--- config.mk ---
export PLATFORM = sky130hd
export DESIGN_NAME = stopwatch_tick_counter
export DESIGN_NICKNAME = d
export VERILOG_FILES = /design/src/rtl/stopwatch_pkg.sv /design/src/rtl/tick_counter_mod.sv /design/src/rtl/stopwatch_tick_counter.sv
export SDC_FILE = /design/constraint.sdc
export NUM_CORES = 1
export LEC_CHECK = 0
export ABC_AREA = 0
export CAP_MARGIN = 20
export CORE_MARGIN = 3
export CORE_UTILIZATION = 45
export DETAILED_ROUTE_END_ITERATION = 7
export PLACE_DENSITY = 0.78
export SETUP_SLACK_MARGIN = 0.15
export SKIP_CTS_REPAIR_TIMING = 1
export SLEW_MARGIN = 20
export SYNTH_ARGS = -nofsm -noshare
export SYNTH_HDL_FRONTEND = slang
export SYNTH_SLANG_ARGS = --single-unit
export TNS_END_PERCENT = 5
--- constraint.sdc ---
create_clock -name clk -period 2.5 [get_ports clk]
set_input_delay 0.25 -clock clk [delete_from_list [all_inputs] [get_ports clk]]
set_output_delay 0.25 -clock clk [all_outputs]
set_load 0.1 [all_outputs]
--- src/rtl/stopwatch_pkg.sv ---
// Shared definitions for the stopwatch tick counter and the FND display formatter:
// FSM state encoding, default moduli and output field widths.
package stopwatch_pkg;

  typedef enum logic [1:0] {
    ST_STOP  = 2'd0,
    ST_RUN   = 2'd1,
    ST_CLEAR = 2'd2
  } state_t;

  localparam int MS_PER_CS_DEF = 10;
  localparam int CS_MAX_DEF    = 100;
  localparam int SEC_MAX_DEF   = 60;
  localparam int MIN_MAX_DEF   = 60;
  localparam int HOUR_MAX_DEF  = 24;

  // Field widths are fixed so the display formatter sees a stable interface.
  localparam int CS_W   = 7;
  localparam int SEC_W  = 6;
  localparam int MIN_W  = 6;
  localparam int HOUR_W = 5;

endpackage

--- src/rtl/tick_counter_mod.sv ---
// Modulo-N counter with increment, synchronous clear and a combinational carry
// that is high in the cycle the count wraps from N-1 to 0.
module tick_counter_mod #(
  parameter int N = 10,
  parameter int W = (N > 1) ? $clog2(N) : 1
) (
  input  logic         clk,
  input  logic         rst,
  input  logic         inc,
  input  logic         clear,
  output logic [W-1:0] count,
  output logic         carry
);

  localparam logic [W-1:0] LAST = W'(N - 1);

  assign carry = inc && (count == LAST);

  // NOTE: clear outranks inc, so a CLEAR cycle can never leave a stray count behind.
  always_ff @(posedge clk) begin
    if (rst || clear) begin
      count <= '0;
    end else if (carry) begin
      count <= '0;
    end else if (inc) begin
      count <= count + 1'b1;
    end
  end

endmodule

--- src/rtl/stopwatch_tick_counter.sv ---
// Stopwatch driven by the 1 kHz divided clock: edge-detects it into 1 ms ticks and
// advances a cs/sec/min/hour cascade under a STOP/RUN/CLEAR control FSM.
module stopwatch_tick_counter
  import stopwatch_pkg::*;
#(
  parameter int MS_PER_CS = MS_PER_CS_DEF,
  parameter int CS_MAX    = CS_MAX_DEF,
  parameter int SEC_MAX   = SEC_MAX_DEF,
  parameter int MIN_MAX   = MIN_MAX_DEF,
  parameter int HOUR_MAX  = HOUR_MAX_DEF
) (
  input  logic              clk,
  input  logic              rst,
  input  logic              i_clk_1k,
  input  logic              i_run_stop,
  input  logic              i_clear,
  output logic [CS_W-1:0]   o_cs,
  output logic [SEC_W-1:0]  o_sec,
  output logic [MIN_W-1:0]  o_min,
  output logic [HOUR_W-1:0] o_hour,
  output logic              o_running,
  output logic              o_cs_tick
);

  localparam int PRE_W = (MS_PER_CS > 1) ? $clog2(MS_PER_CS) : 1;

  state_t state, state_next;
  logic   clk_1k_prev;
  logic   tick_1ms;
  logic   count_en;
  logic   clr;
  logic   pre_carry, cs_carry, sec_carry, min_carry;

  // The prescaler value and the day rollover have no consumer outside this block.
  logic [PRE_W-1:0] unused_pre_count;
  logic             unused_day_wrap;

  assign tick_1ms = i_clk_1k && !clk_1k_prev;
  assign count_en = (state == ST_RUN) && tick_1ms;
  assign clr      = (state == ST_CLEAR);

  always_ff @(posedge clk) begin
    if (rst) begin
      clk_1k_prev <= 1'b0;
      state       <= ST_STOP;
      o_running   <= 1'b0;
      o_cs_tick   <= 1'b0;
    end else begin
      clk_1k_prev <= i_clk_1k;
      state       <= state_next;
      o_running   <= (state_next == ST_RUN);
      o_cs_tick   <= pre_carry;
    end
  end

  // NOTE: next state defaults to the current state first so no latch is inferred.
  always_comb begin
    state_next = state;
    case (state)
      ST_STOP: begin
        if (i_clear)         state_next = ST_CLEAR;
        else if (i_run_stop) state_next = ST_RUN;
      end
      ST_RUN: begin
        if (i_run_stop) state_next = ST_STOP;
      end
      ST_CLEAR: state_next = ST_STOP;
      default:  state_next = ST_STOP;
    endcase
  end

  // Prescaler keeps its partial centisecond across STOP; only CLEAR or reset drop it.
  tick_counter_mod #(.N(MS_PER_CS), .W(PRE_W)) u_pre (
    .clk(clk), .rst(rst), .inc(count_en), .clear(clr),
    .count(unused_pre_count), .carry(pre_carry)
  );

  tick_counter_mod #(.N(CS_MAX), .W(CS_W)) u_cs (
    .clk(clk), .rst(rst), .inc(pre_carry), .clear(clr),
    .count(o_cs), .carry(cs_carry)
  );

  tick_counter_mod #(.N(SEC_MAX), .W(SEC_W)) u_sec (
    .clk(clk), .rst(rst), .inc(cs_carry), .clear(clr),
    .count(o_sec), .carry(sec_carry)
  );

  tick_counter_mod #(.N(MIN_MAX), .W(MIN_W)) u_min (
    .clk(clk), .rst(rst), .inc(sec_carry), .clear(clr),
    .count(o_min), .carry(min_carry)
  );

  tick_counter_mod #(.N(HOUR_MAX), .W(HOUR_W)) u_hour (
    .clk(clk), .rst(rst), .inc(min_carry), .clear(clr),
    .count(o_hour), .carry(unused_day_wrap)
  );

endmodule

; ---- Word level (Yosys, flattened, before mapping)
; Index checks and enable logic that the tools add are counted.
[word_totals]
register_bits = 33
in_bits = 5
[op_classes]
addsub = 5
eq_ne = 8
muxes = 4
reduce_logical = 15
[op_table]
columns = operator, n
row1 = $add 6x1->6 const B, 2
row2 = $eq 6x6->1 const B, 2
row3 = $reduce_or 2->1, 5
row4 = $add 7x1->7 const B, 1
row5 = $eq 7x7->1 const B, 1
row6 = $logic_and 1x1->1, 7
row7 = $mux 2, 3
row8 = $add 5x1->5 const B, 1
row9 = $eq 5x5->1 const B, 1
row10 = $add 4x1->4 const B, 1
row11 = $eq 2x1->1 const B, 2
row12 = $eq 4x4->1 const B, 1
row13 = $pmux 2 s2, 1
row14 = $eq 2x2->1 const B, 1
row15 = $logic_not 2->1, 1
row16 = $logic_not 1->1, 1
row17 = $logic_or 1x1->1, 1

; ---- Longest topological paths before layout
[logic_depth]
ltp_word = 9
mapped_depth = 8

; ---- By module
; Synthesis repeated with hierarchy kept, for this count alone.
[unflattened]
hier_cells = 151
hier_area_um2 = 1522.7
[modules_own_cells]
columns = module, instances, cells_each, area_per_inst_um2, seq_area_each_um2
row1 = tick_counter_mod at u_min ..., 2, 29, 282.8, 120.1
row2 = tick_counter_mod at u_cs, 1, 36, 364.1, 140.1
row3 = tick_counter_mod at u_hour, 1, 24, 224.0, 100.1
row4 = tick_counter_mod at u_pre, 1, 19, 197.7, 80.1
row5 = stopwatch_tick_counter, 1, 14, 171.4, 100.1

; ---- Worst setup path before layout
; OpenSTA, ideal clock, no wires.
[synth_path]
kind = flip-flop to flip-flop
startpoint = register u_cs.count[0]
endpoint = register u_hour.count[2]
t_arrival_ps = 2535
setup_slack_ps = -167
stages_incl_launch_ff = 8
n_path_buf = 2
synth_period_minus_slack_ps = 2667
cell_sequence = dfxtp_1 ha_1 nand4b_1 or4_4 buf_6 buf_6 o311ai_2 o41ai_2
[synth_between]
elab_chain_len = 6
[synth_lines]
columns = item, line_no
row1 = "start, declared", tick_counter_mod.sv:11  ; output logic [W-1:0] count,
row2 = "start signal, assigned", tick_counter_mod.sv:26  ; count <= count + 1'b1;
row3 = $eq 7x7->1 (*), tick_counter_mod.sv:17  ; assign carry = inc && (count == LAST);
row4 = $logic_and 1x1->1 (*) (3 in a row), tick_counter_mod.sv:17
row5 = $logic_and 1x1->1, tick_counter_mod.sv:17
row6 = $reduce_or 2->1 (no line), --
row7 = "end signal, assigned", tick_counter_mod.sv:26
row8 = "end, declared", tick_counter_mod.sv:11
; Mark *: on every way between the ends. The rest lies on a longest branch, timed or not.
; A chain may end at the register's enable or synchronous reset.

; ---- Final worst setup path
[layout_path]
startpoint = register u_pre.count[0]
endpoint = register u_min.count[4]
[layout_between]
elab_chain_len = 6
[layout_lines]
columns = item, line_no
row1 = "start, declared", tick_counter_mod.sv:11
row2 = "start signal, assigned", tick_counter_mod.sv:26
row3 = $eq 4x4->1 (*), tick_counter_mod.sv:17
row4 = $logic_and 1x1->1 (*) (3 in a row), tick_counter_mod.sv:17
row5 = $logic_and 1x1->1, tick_counter_mod.sv:17
row6 = $reduce_or 2->1 (no line), --
row7 = "end signal, assigned", tick_counter_mod.sv:26
row8 = "end, declared", tick_counter_mod.sv:11
; Marks and branches as above.

==> impl_results.md <==
- Result of the run: complete, no violations
- Number of instances in the synthesized netlist: 189
- Destination of the critical timing path: u_min.count[4]
- Total Neg Setup Slack: 0 ns
- Total track usage: 0.1710
- Number of distinct library cells after synthesis: 47
- Antenna diode instance count: 0
- Post-detailed-route DRC marker count: 0
- Drt total wl: 3523 um
- Worst-Margin Slew: 0.5838 ns
- Area grow syn2layout: 21.34%
- Async set-or-reset flop fraction in the synthesized netlist: 0
- Ratio of final minimum period to clock period: 0.8118
- Cell Pwr Density: 480.6 nW/um2
- Share of the synthesized area in compound gates (AO/OA/AOI/OAI): 0.1338
- TritonCTS buffer count: 5
- Final Skew: 0.005682 ns
- Pin count of the biggest net entering global routing: 19
- Crit Reg-Reg Startpoint: u_pre.count[0]
- Yosys warnings: 0
- Proportion of synthesized chip area in sequential cells: 0.3926
- Average cell area after synthesis: 8.904 um2
- Top cell types by occurrence after synthesis: sky130_fd_sc_hd__dfxtp_1 (33), sky130_fd_sc_hd__nor2_1 (20), sky130_fd_sc_hd__nand2_1 (19)
- Die width: 67.16 um
- Library cell with the largest summed area after synthesis: sky130_fd_sc_hd__dfxtp_1
- Clock transition at the register clock pins on the worst setup and hold paths after CTS: 0.07 ns
- Total congestion overflow after global routing: 0
- Routed wire per std cell: 13.24 um
- Dominant combinational cell family by area after synthesis: simple AND/OR/NAND/NOR gates
- Gp weighted congestion: 0.8222
- Simple-gate portion of the synthesized area: 0.3011
- Max Slew Vio Count: 0
- Cell at the root of the clock tree: sky130_fd_sc_hd__clkbuf_8
- Global-route wire length before repair: 5940 um
- Number of enable-type register cells in the synthesized netlist: 0
- Number of cells on the worst reg-to-reg path: 5
- Worst rel slew slack: 0.6072
- Mux share of post-synthesis cell area: 0.04164
- Cells taking the most area after synthesis: sky130_fd_sc_hd__dfxtp_1 (39%), sky130_fd_sc_hd__ha_1 (4.5%), sky130_fd_sc_hd__nor2_1 (4.5%), sky130_fd_sc_hd__nand2_1 (4.2%), sky130_fd_sc_hd__mux2i_1 (4.2%)
- Core region area: 3468 um2
- Netlist area before placement: 1683 um2
- Port Buf Inserts: 30
- Startpoint kind of the worst setup timing path: flop
- Register-to-register path setup slack: 0.47 ns
- Post-synth top flop: sky130_fd_sc_hd__dfxtp_1
- Share of the synthesized netlist area taken by xor and xnor gates: 0.04164
- Arrival time of the worst setup path: 2.22 ns
- Class of the most critical hold timing path: reg2reg
- Vias: 1,491
- Setup repair after global routing missed its margin: no
- Area share of the leading cell type in the synthesized netlist: 0.3926
- Post-detail-place hpwl: 2537 um
- Maximum fanout count along the critical path: 14
- Fmax: 0.4927 GHz
- NumNets Final: 231
- Adder-cell share of the synthesized area: 0.04461
- Ports placed on the boundary: 31
- Clock tree from TritonCTS: done
- Endpoint of the most critical register-to-register path: u_min.count[4]
- First-pass iteration count of the detailed router: 4
- Min-Delay Path Depth: 2
- Data required time of the worst path: 2.69 ns
- Clock latency at the later pin of the worst-skew pair: 0.28 ns
- Number of violations of the max-capacitance limit: 0
- Count of routing violations after the opening detailed-route iteration: 101
- Most common cell in the netlist: sky130_fd_sc_hd__dfxtp_1
- Max IR drop VDD: 0.2894 mV
- Full die area: 4510 um2
- Floorplan row count: 21
- Antenna Violating Nets Remaining: 0
- Category of the most critical setup path: reg2reg
- Ratio of cells with drive above 1 in the final layout: 0.2364
- Y dimension of the die: 67.16 um
- Number of vias per cell: 5.605
- Critical path endpoint category: flop
- Number of filler instances in the final layout: 317
- Antenna violations before repair: 0
- Endpoints failing setup: 0
- Final period demand of the worst path: 2.030 ns
- Number of global-route vias before repair: 1,350
- Sinks on the clock net: 33
- Final hold violation count: 0
- CTS H-tree depth: 2
- Initial cell density of the core: 0.4852
- Leakage power figure: 0.0007396 uW
- Post-synthesis net count: 200
- Final standard cell utilization of the core: 0.5887
- Number of synthesized register bits: 33
- Setup crit start: u_pre.count[0]
- Clock tree buffer depth: 2
flip-flops by register name, summed over array words and instances, names as in the netlist:
signal        count
u_min.count       6
u_pre.count       4
u_hour.count      5
clk_1k_prev       1
o_cs_tick         1
o_running         1
u_cs.count        7
state             2
u_sec.count       6
worst max-delay path: stages, from the launching register on:
cell and delay (ns):
sky130_fd_sc_hd__dfxtp_1 0.40, sky130_fd_sc_hd__ha_1 0.21, sky130_fd_sc_hd__nand3b_1 0.11, sky130_fd_sc_hd__or4_4 0.64, sky130_fd_sc_hd__o31a_1 0.35, sky130_fd_sc_hd__a311oi_2 0.23
kinds of logic after synthesis:
group / after synthesis
buffers and inverters: 15
flip-flops: 33
adder cells (fa/ha/maj): 6
XOR/XNOR: 8
multiplexers: 7
AND/OR/NAND/NOR: 90
AO/OA/AOI/OAI: 30
final cells by class:
class | instances | area (um2) | share of cell area
inverters | 6 | 22.52 | 0.01103
clock buffers | 7 | 86.33 | 0.04228
multi-input cells | 141 | 947.2 | 0.4638
flip-flops and latches | 33 | 670.6 | 0.3284
repair buffers | 33 | 257.7 | 0.1262
well taps | 46 | 57.56 | 0.02819
power breakdown:
group	total, uW	switching, uW	internal [uW]	leakage [uW]
sequential	534	4.35	530	0.000271
combinational	48.3	31.4	16.9	0.000425
clock	399	181	218	0.0000443
total	981	216	765	0.000740
how the worst min path moves through the flow:
stage,slack (ns),startpoint,endpoint
floorplan,0.38,i_clk_1k,clk_1k_prev
global placement,0.48,u_hour.count[4],u_hour.count[4]
detailed placement,0.48,u_hour.count[4],u_hour.count[4]
CTS,0.49,u_hour.count[4],u_hour.count[4]
global route,0.50,u_hour.count[4],u_hour.count[4]
finish,0.49,u_hour.count[4],u_hour.count[4]
per-stage QoR:
stage	hold WS (ns)	cell area (um2)	std cells	total power [uW]	worst slack, ns
finish	0.4920	2042	266	981.4	0.4704
global route	0.5004	2042	266	1023	0.3505
global placement	0.4799	1956	259	594.5	0.3074
CTS	0.4931	2042	266	990.0	0.4725
floorplan	0.3782	1693	189	578.2	0.1512
detailed placement	0.4839	1956	259	594.9	0.2560
metal layers:
metal	GRT usage	up-vias	part of all wire
li1	-	753	-
met1	0.2224	688	0.49
met2	0.2638	45	0.44
met3	0.04160	5	0.059
met4	0.08354	0	0.014
met5	0	-	0
cell usage in the layout, fill, tap and decap left out, drive strengths merged, types with 3 or more instances in the layout:
master         netlist  final
dfxtp               33     33
buf                  3     29
nor2                20     20
nand2               19     19
nor3                11     11
nand3                8      8
a21oi                8      8
xnor2                8      8
mux2i                7      7
nor4                 7      7
clkbuf               6      7
inv                  6      6
ha                   6      6
o21ai                5      5
clkdlybuf4s50        0      4
nand4bb              3      3
nand3b               3      3
nand4b               3      3
nand2b               3      3
No activity file was read; power rests on OpenSTA's default activity.
